File: src/rtl/led_seq_master.sv
`default_nettype none
// ============================================================================
// Module   : led_seq_master
// Brief    : Autonomous bus master that steps an 8-bit LED pattern, writes
//            each step to the LED data register and optionally reads it back
//            from the status register to detect mismatches.
// Revision : 1.0 - initial release
// ============================================================================
module led_seq_master #(
    parameter logic [31:0] BASE_ADDR = 32'h8000_0000,
    parameter int          PERIOD_W  = 24,
    parameter bit          VERIFY    = 1'b1
) (
    input  logic                clk,
    input  logic                rst,
    input  logic                start_i,
    input  logic                stop_i,
    input  logic [1:0]          mode_i,
    input  logic [PERIOD_W-1:0] period_i,
    output logic                busy_o,
    output logic                err_o,
    output logic [7:0]          pattern_o,
    output logic                bus_req_o,
    input  logic                bus_gnt_i,
    output logic                wr_en_o,
    output logic                rd_en_o,
    output logic [31:0]         addr_o,
    output logic [31:0]         data_o,
    input  logic [31:0]         data_i
);

    localparam logic [PERIOD_W-1:0] PERIOD_ONE = {{(PERIOD_W-1){1'b0}}, 1'b1};
    localparam logic [31:0]         DATA_ADDR  = BASE_ADDR;
    localparam logic [31:0]         STAT_ADDR  = BASE_ADDR + 32'd4;

    typedef enum logic [2:0] {
        S_IDLE  = 3'd0,
        S_REQ   = 3'd1,
        S_WRITE = 3'd2,
        S_READ  = 3'd3,
        S_DONE  = 3'd4,
        S_WAIT  = 3'd5
    } state_t;

    state_t                state_q,   state_d;
    logic [1:0]            mode_q,    mode_d;
    logic [PERIOD_W-1:0]   period_q,  period_d;
    logic [PERIOD_W-1:0]   cnt_q,     cnt_d;
    logic [7:0]            pat_q,     pat_d;
    logic                  dir_q,     dir_d;      // bounce direction, 1 = moving down
    logic [7:0]            pat_out_q, pat_out_d;
    logic                  err_q,     err_d;
    logic                  stop_q,    stop_d;     // stop seen mid-transaction

    logic [7:0]            next_pat;
    logic                  next_dir;
    logic [7:0]            init_pat;

    // Next-step pattern for the currently latched mode
    always_comb begin
        next_pat = pat_q;
        next_dir = dir_q;
        case (mode_q)
            2'd0: next_pat = {pat_q[6:0], pat_q[7]};
            2'd1: begin
                if (!dir_q) begin
                    if (pat_q == 8'h80) begin
                        next_pat = 8'h40;
                        next_dir = 1'b1;
                    end else begin
                        next_pat = {pat_q[6:0], 1'b0};
                    end
                end else begin
                    if (pat_q == 8'h01) begin
                        next_pat = 8'h02;
                        next_dir = 1'b0;
                    end else begin
                        next_pat = {1'b0, pat_q[7:1]};
                    end
                end
            end
            2'd2: next_pat = ~pat_q;
            default: next_pat = pat_q + 8'd1;
        endcase
    end

    // First pattern for the mode being requested at start
    always_comb begin
        case (mode_i)
            2'd2:    init_pat = 8'hFF;
            2'd3:    init_pat = 8'h00;
            default: init_pat = 8'h01;
        endcase
    end

    // Sequencer next-state and bus outputs
    always_comb begin
        state_d   = state_q;
        mode_d    = mode_q;
        period_d  = period_q;
        cnt_d     = cnt_q;
        pat_d     = pat_q;
        dir_d     = dir_q;
        pat_out_d = pat_out_q;
        err_d     = err_q;
        stop_d    = stop_q;
        bus_req_o = 1'b0;
        wr_en_o   = 1'b0;
        rd_en_o   = 1'b0;
        addr_o    = 32'h0;
        data_o    = 32'h0;

        case (state_q)
            S_IDLE: begin
                // A simultaneous stop cancels the start outright.
                if (start_i && !stop_i) begin
                    mode_d   = mode_i;
                    period_d = (period_i == '0) ? PERIOD_ONE : period_i;
                    pat_d    = init_pat;
                    dir_d    = 1'b0;
                    err_d    = 1'b0;
                    stop_d   = 1'b0;
                    state_d  = S_REQ;
                end
            end
            S_REQ: begin
                bus_req_o = 1'b1;
                if (stop_i) begin
                    state_d = S_IDLE;
                end else if (bus_gnt_i) begin
                    state_d = S_WRITE;
                end
            end
            S_WRITE: begin
                bus_req_o = 1'b1;
                wr_en_o   = 1'b1;
                addr_o    = DATA_ADDR;
                data_o    = {24'h0, pat_q};
                pat_out_d = pat_q;
                if (stop_i) begin
                    stop_d = 1'b1;
                end
                state_d = VERIFY ? S_READ : S_DONE;
            end
            S_READ: begin
                bus_req_o = 1'b1;
                rd_en_o   = 1'b1;
                addr_o    = STAT_ADDR;
                if (data_i != {24'h0, pat_q}) begin
                    err_d = 1'b1;
                end
                if (stop_i) begin
                    stop_d = 1'b1;
                end
                state_d = S_DONE;
            end
            S_DONE: begin
                pat_d   = next_pat;
                dir_d   = next_dir;
                cnt_d   = period_q;
                state_d = (stop_q || stop_i) ? S_IDLE : S_WAIT;
            end
            S_WAIT: begin
                if (stop_i) begin
                    state_d = S_IDLE;
                end else if (cnt_q <= PERIOD_ONE) begin
                    state_d = S_REQ;
                end else begin
                    cnt_d = cnt_q - PERIOD_ONE;
                end
            end
            default: state_d = S_IDLE;
        endcase
    end

    // State and datapath registers with asynchronous reset
    always_ff @(posedge clk or posedge rst) begin
        if (rst) begin
            state_q   <= S_IDLE;
            mode_q    <= 2'd0;
            period_q  <= '0;
            cnt_q     <= '0;
            pat_q     <= 8'h00;
            dir_q     <= 1'b0;
            pat_out_q <= 8'h00;
            err_q     <= 1'b0;
            stop_q    <= 1'b0;
        end else begin
            state_q   <= state_d;
            mode_q    <= mode_d;
            period_q  <= period_d;
            cnt_q     <= cnt_d;
            pat_q     <= pat_d;
            dir_q     <= dir_d;
            pat_out_q <= pat_out_d;
            err_q     <= err_d;
            stop_q    <= stop_d;
        end
    end

    assign busy_o    = (state_q != S_IDLE);
    assign err_o     = err_q & VERIFY;
    assign pattern_o = pat_out_q;

endmodule
`default_nettype wire

File: config.mk
export PLATFORM = sky130hd
export DESIGN_NAME = led_seq_master
export DESIGN_NICKNAME = d
export VERILOG_FILES = /design/src/rtl/led_seq_master.sv
export SDC_FILE = /design/constraint.sdc
export NUM_CORES = 1
export LEC_CHECK = 0
export CAP_MARGIN = 10
export CORE_MARGIN = 10
export CORE_UTILIZATION = 50
export CTS_BUF_LIST = sky130_fd_sc_hd__clkbuf_8
export CTS_CLUSTER_SIZE = 12
export DETAILED_ROUTE_END_ITERATION = 7
export PLACE_DENSITY = 0.91
export SYNTH_ARGS = -nofsm -noshare
export SYNTH_HDL_FRONTEND = slang
export SYNTH_SLANG_ARGS = --single-unit
File: constraint.sdc
create_clock -name clk -period 5.73 [get_ports clk]
set_clock_uncertainty 0.2 [all_clocks]
set_input_delay 0.573 -clock clk [delete_from_list [all_inputs] [get_ports clk]]
set_output_delay 0.573 -clock clk [all_outputs]
set_load 0.03 [all_outputs]
## Word level (Yosys, flattened, before mapping)

Cells that the tools add are included.

- Bits in registers: 72
- Input port bits: 63
- Logic and storage cells: 86

- $add $sub $neg: 2
- Order comparisons: 1
- Eq/ne operators: 20
- Mux-type cells: 33
- Bitwise gates (word level): 1
- Reduce and logical (&&, ||, !) cells: 20

Operators by type and width:

| kind | number |
|---|---|
| two-way mux 24 bit | 3 |
| one-hot mux 32 bit (2 select lines) | 1 |
| one-hot mux 24 bit (2 select lines) | 1 |
| two-way mux 8 bit | 4 |
| inequality test 32 x 8 -> 1 bit | 1 |
| one-hot mux 8 bit (2 select lines) | 2 |
| less-or-equal comparator 24 x 1 -> 1 bit (second input constant) | 1 |
| zero test 24 bit | 1 |
| one-hot mux 8 bit (3 select lines) | 1 |
| subtractor 24 x 1 -> 24 bit (second input constant) | 1 |
| two-way mux 3 bit | 6 |
| one-hot mux 3 bit (6 select lines) | 1 |
| AND reduction 3 bit | 5 |
| two-way mux 1 bit | 10 |
| adder 8 x 1 -> 8 bit (second input constant) | 1 |
| == test 8 x 1 -> 1 bit (second input constant) | 1 |
| == test 8 bit (second input constant) | 1 |
| inequality test 2 bit (second input constant) | 4 |
| inverter 8 bit | 1 |
| nonzero test 2 bit | 4 |
| two-way mux 7 bit | 1 |
| == test 2 bit (second input constant) | 3 |
| == test 3 x 2 -> 1 bit (second input constant) | 2 |
| == test 3 bit (second input constant) | 2 |
| other kinds (14) | 19 |

## Logic depth before layout (Yosys ltp)

- Depth in word-level cells: 5
- Gate-level depth with buffers: 8
- Gate-level depth less buffers: 7

## Worst setup path after synthesis

No wires, ideal clock.

- Kind: register to output
- From: register state_q[0]
- To: output addr_o[2]
- Arrival time: 1.854 ns
- Data required time: 4.957 ns
- Path slack: 3.103 ns
- Cell stages (with the launch flop): 5
- Buffers on the path: 2
- Cells stage by stage: dfrtp_1 > buf_1 > inv_1 > nor3_1 > buf_4

- Cells in the longest elaborated chain, start to end: 2
- Elaborated cells between the ends (all ways): 3
- Those cells by class: eq/ne: 2; mux: 1

Ends and longest elaborated chain:

| element | RTL line | text |
|---|---|---|
| start: declaration | 45 | `state_t state_q, state_d;` |
| start signal: assignment | 189 | `state_q <= state_d;` |
| == test 3 x 2 -> 1 bit | 113 | `case (state_q)` |
| one-hot mux 32 bit (2 select lines) (*) | 113 |  |
| end: declaration | 27 | `output logic [31:0] addr_o,` |

Mark *: on every way between the ends. The rest lies on a longest branch, timed or not.

## Final worst setup path

- From: register state_q[1]
- To: output data_o[2]

- Cells in the longest elaborated chain, start to end: 2

Ends and longest elaborated chain:

| element | RTL line | text |
|---|---|---|
| == test 3 x 2 -> 1 bit | 113 |  |
| two-way mux 8 bit | 113 |  |
| end: declaration | 28 | `output logic [31:0] data_o,` |

Every way passes these cells.

==> impl_metrics.csv <==
group,metric,value,unit
power,sw_frac_of_total,44.8,%
logic_synthesis,yosysTopAreaCell,"dfrtp_1",
logic_synthesis,ys.flop_type,"dfrtp_1",
clock_network,cts_resized,0,
logic_synthesis,synthTopCellsByArea,"dfrtp_1 (39%), buf_4 (9.4%), nand2_1 (8.7%)",
timing,finalCritPeriodShare,53.6,%
routing,remaining_drc_errors,0,
floorplan,initial_core_util,50.6,%
final_layout,area_delta_synth_final,18.3,%
final_layout,finalNetCount,678,
logic_synthesis,syn_area,0.00463,sq mm
power,pwr-share-comb,45.6,%
setup_path,cpMaxStageDelayCell,"clkdlybuf4s50_1",
setup_path,crit_chain,"inv_1, nor3_1, buf_4, and2_1, clkdlybuf4s50_1",
power,power_density,486,mW/mm^2
setup_path,critPathArrivalTime,2.30,ns
grt,grt_max_degree,73,
logic_synthesis,syn_avg_cell_area,8.46,sq um
clock_network,cts-htree-levels,3,
grt,grt_pass1_wl,19900,um
routing,routedWlPerCell,17.1,um
setup_path,crit_type,"flop to output port",
floorplan,core,0.00915,sq mm
logic_synthesis,seq_area_frac_synth,38.9,%
floorplan,die_area,0.0135,sq mm
timing,min_period,3.07,ns
clock_network,clock-sinks,72,
power,peakVddDrop,0.000228,V
routing,ant_nets,0,
logic_synthesis,yosys_warnings,0,
clock_network,cts_tree,"done",
logic_synthesis,synth.distinct_cells,67,
routing,drt_iter0_markers,267,
placement,gp_congestion,0.895,
timing,clock.fmax,0.326,GHz
timing,slew_viol_final,0,
setup_path,cp_data_required_time,4.96,ns
placement,post-dp-hpwl,9280,um
final_layout,drive_above_1_share,7.64,%
timing,relSlewSlack,19.5,%
status,status,"complete, no violations",
placement,port-buffer-count,85,
final_layout,antenna_cells,0,
floorplan,ioPinCount,140,
routing,vias,4155,
setup_path,cp-start-kind,"flop",
setup_path,crit_fanout,15,
clock_network,clk_pin_slew,0.07,ns
clock_network,clock_latency,0.35,ns
setup_path,regToRegStartpoint,"state_q[0]",
final_layout,fillers,788,
routing,wl,12400,um
power,power.net_switching,1190,uW
setup_path,max_stage_delay,0.67,ns
timing,hold_viol,0,
logic_synthesis,synth_common_cells,"nand2_1 (108), dfrtp_1 (72), buf_4 (58)",
placement,dp.cells,709,
power,leakage,0.00233,uW
power,p_seq_share,39.7,%
setup_path,startpoint,"state_q[1]",
clock_network,cts-root-buf,"clkbuf_8",
floorplan,die_w,116,um
logic_synthesis,synthArstFlopShare,100,%
logic_synthesis,yosysMostFrequentCell,"nand2_1",
clock_network,postCtsSetupRepairBufs,0,
routing,drt-vias-per-instance,5.72,
timing,rsz0062_at_grt,"false",
power,p_int,1470,uW
timing,setup_viol,0,
logic_synthesis,netlist_instances,548,
clock_network,numCtsBuffers,9,
setup_path,cp-end-kind,"output port",
timing,setup-tns-final,0,ns
logic_synthesis,synth_top_area_share,38.9,%
logic_synthesis,synth-seq-cells,72,
hold_path,min_from,"period_q[17]",
routing,dr.pass1.iters,5,
run,drv_cap,0,
power,p_clk_share,14.6,%
clock_network,hold_buffers,0,
logic_synthesis,synth_enable_flop_cells,0,
grt,grt.overflow.total,0,
grt,grt_pass1_vias,4055,
clock_network,cts_max_path_buffers,2,
hold_path,hold_path.class,"flop to flop",
grt,antenna_found_initial,0,
floorplan,die_h,116,um
grt,grt_usage,18.0,%
final_layout,final_cells,726,
floorplan,rows,35,
timing,tightestPinTransition,1.21,ns
==> layer usage <==
layer	wire [um]	GRT usage (%)	up-vias
li1	-	-	1967
met1	4980	21.7	1984
met2	6170	30.4	188
met3	1110	4.47	16
met4	179	6.42	0
met5	0	0	-
==> layout by cell type, fill, tap and decap left out, drive strengths merged, types with 5 or more instances in the layout <==
| cell | count |
|---|---|
| nor3 | 10 |
| clkbuf | 9 |
| nor2 | 32 |
| clkdlybuf4s50 | 85 |
| inv | 10 |
| nand2 | 108 |
| conb | 54 |
| nand3 | 13 |
| xnor2 | 9 |
| nor4 | 23 |
| o22ai | 5 |
| and2 | 7 |
| a22oi | 7 |
| o311ai | 14 |
| o211ai | 11 |
| o21ai | 25 |
| or2 | 6 |
| mux2 | 8 |
| nand4 | 6 |
| ha | 5 |
| a21oi | 23 |
| dfrtp | 72 |
| nor2b | 7 |
==> kinds of logic after synthesis <==
family                     after synthesis  share of synthesized area [%]
xor gates and xnor gates                11                           2.08
adders and majority gates                5                           1.35
muxes                                    8                           1.94
AOI/OAI and AO/OA                      115                           17.0
and+or+nand+nor                        236                           25.6
buffers and inverters                  100                           13.0
other                                    1                         0.0809
DFF                                     72                           38.9
==> final timing paths <==
check / slack (ns) / to / cells past startpoint
hold reg to reg: 0.28 / period_q[17] / 2
hold / removal: 0.28 / period_q[17] / 2
min in group asynchronous: 0.61 / pat_q[0] / 3
max in group asynchronous: 4.11 / period_q[12] / 3
setup reg to reg: 2.91 / pat_q[5] / 5
setup / recovery: 2.66 / data_o[2] / 5
==> layout make-up <==
| class | instances | area [sq um] | area share [%] |
|---|---|---|---|
| timing repair buffer | 89 | 888 | 16.2 |
| clock inverter | 7 | 63.8 | 1.16 |
| tap | 111 | 139 | 2.53 |
| multi-input combinational | 429 | 2430 | 44.3 |
| inverter | 9 | 33.8 | 0.616 |
| sequential | 72 | 1800 | 32.9 |
| clock buffer | 9 | 124 | 2.26 |
==> state kept, by name, indices dropped and copies added (netlist names) <==
signal,count
err_o,1
state_q,3
pattern_o,8
stop_q,1
cnt_q,24
period_q,24
dir_q,1
pat_q,8
mode_q,2
==> power by group through the flow <==
stage          clock (uW)  combinational, uW  sequential (uW)
2_1_floorplan           0                956              959
3_3_place_gp            0               1160             1040
3_5_place_dp            0               1210             1060
4_1_cts               398               1210             1050
5_1_grt               420               1340             1100
6_report              390               1210             1060
==> worst max-delay path: cells and delay by family, from the launching register on <==
family	cells	cell delay (ns)
buffers and inverters	3	1.08
DFF	1	0.46
and+or+nand+nor	2	0.40
==> per-stage QoR <==
step | utilization [%] | area, sq um | power (uW) | worst slack (ns) | hold WS (ns)
after global routing | 59.9 | 5480 | 2860 | 2.53 | 0.297
final | 59.9 | 5480 | 2660 | 2.66 | 0.280
after detailed placement | 57.7 | 5280 | 2270 | 2.48 | 0.264
after floorplan | - | 4830 | 1910 | 3.10 | 0.240
after CTS | 59.7 | 5470 | 2660 | 2.65 | 0.282
after global placement | 57.7 | 5280 | 2210 | 2.57 | 0.262
Note: power is estimated with default switching activity, not from simulation.
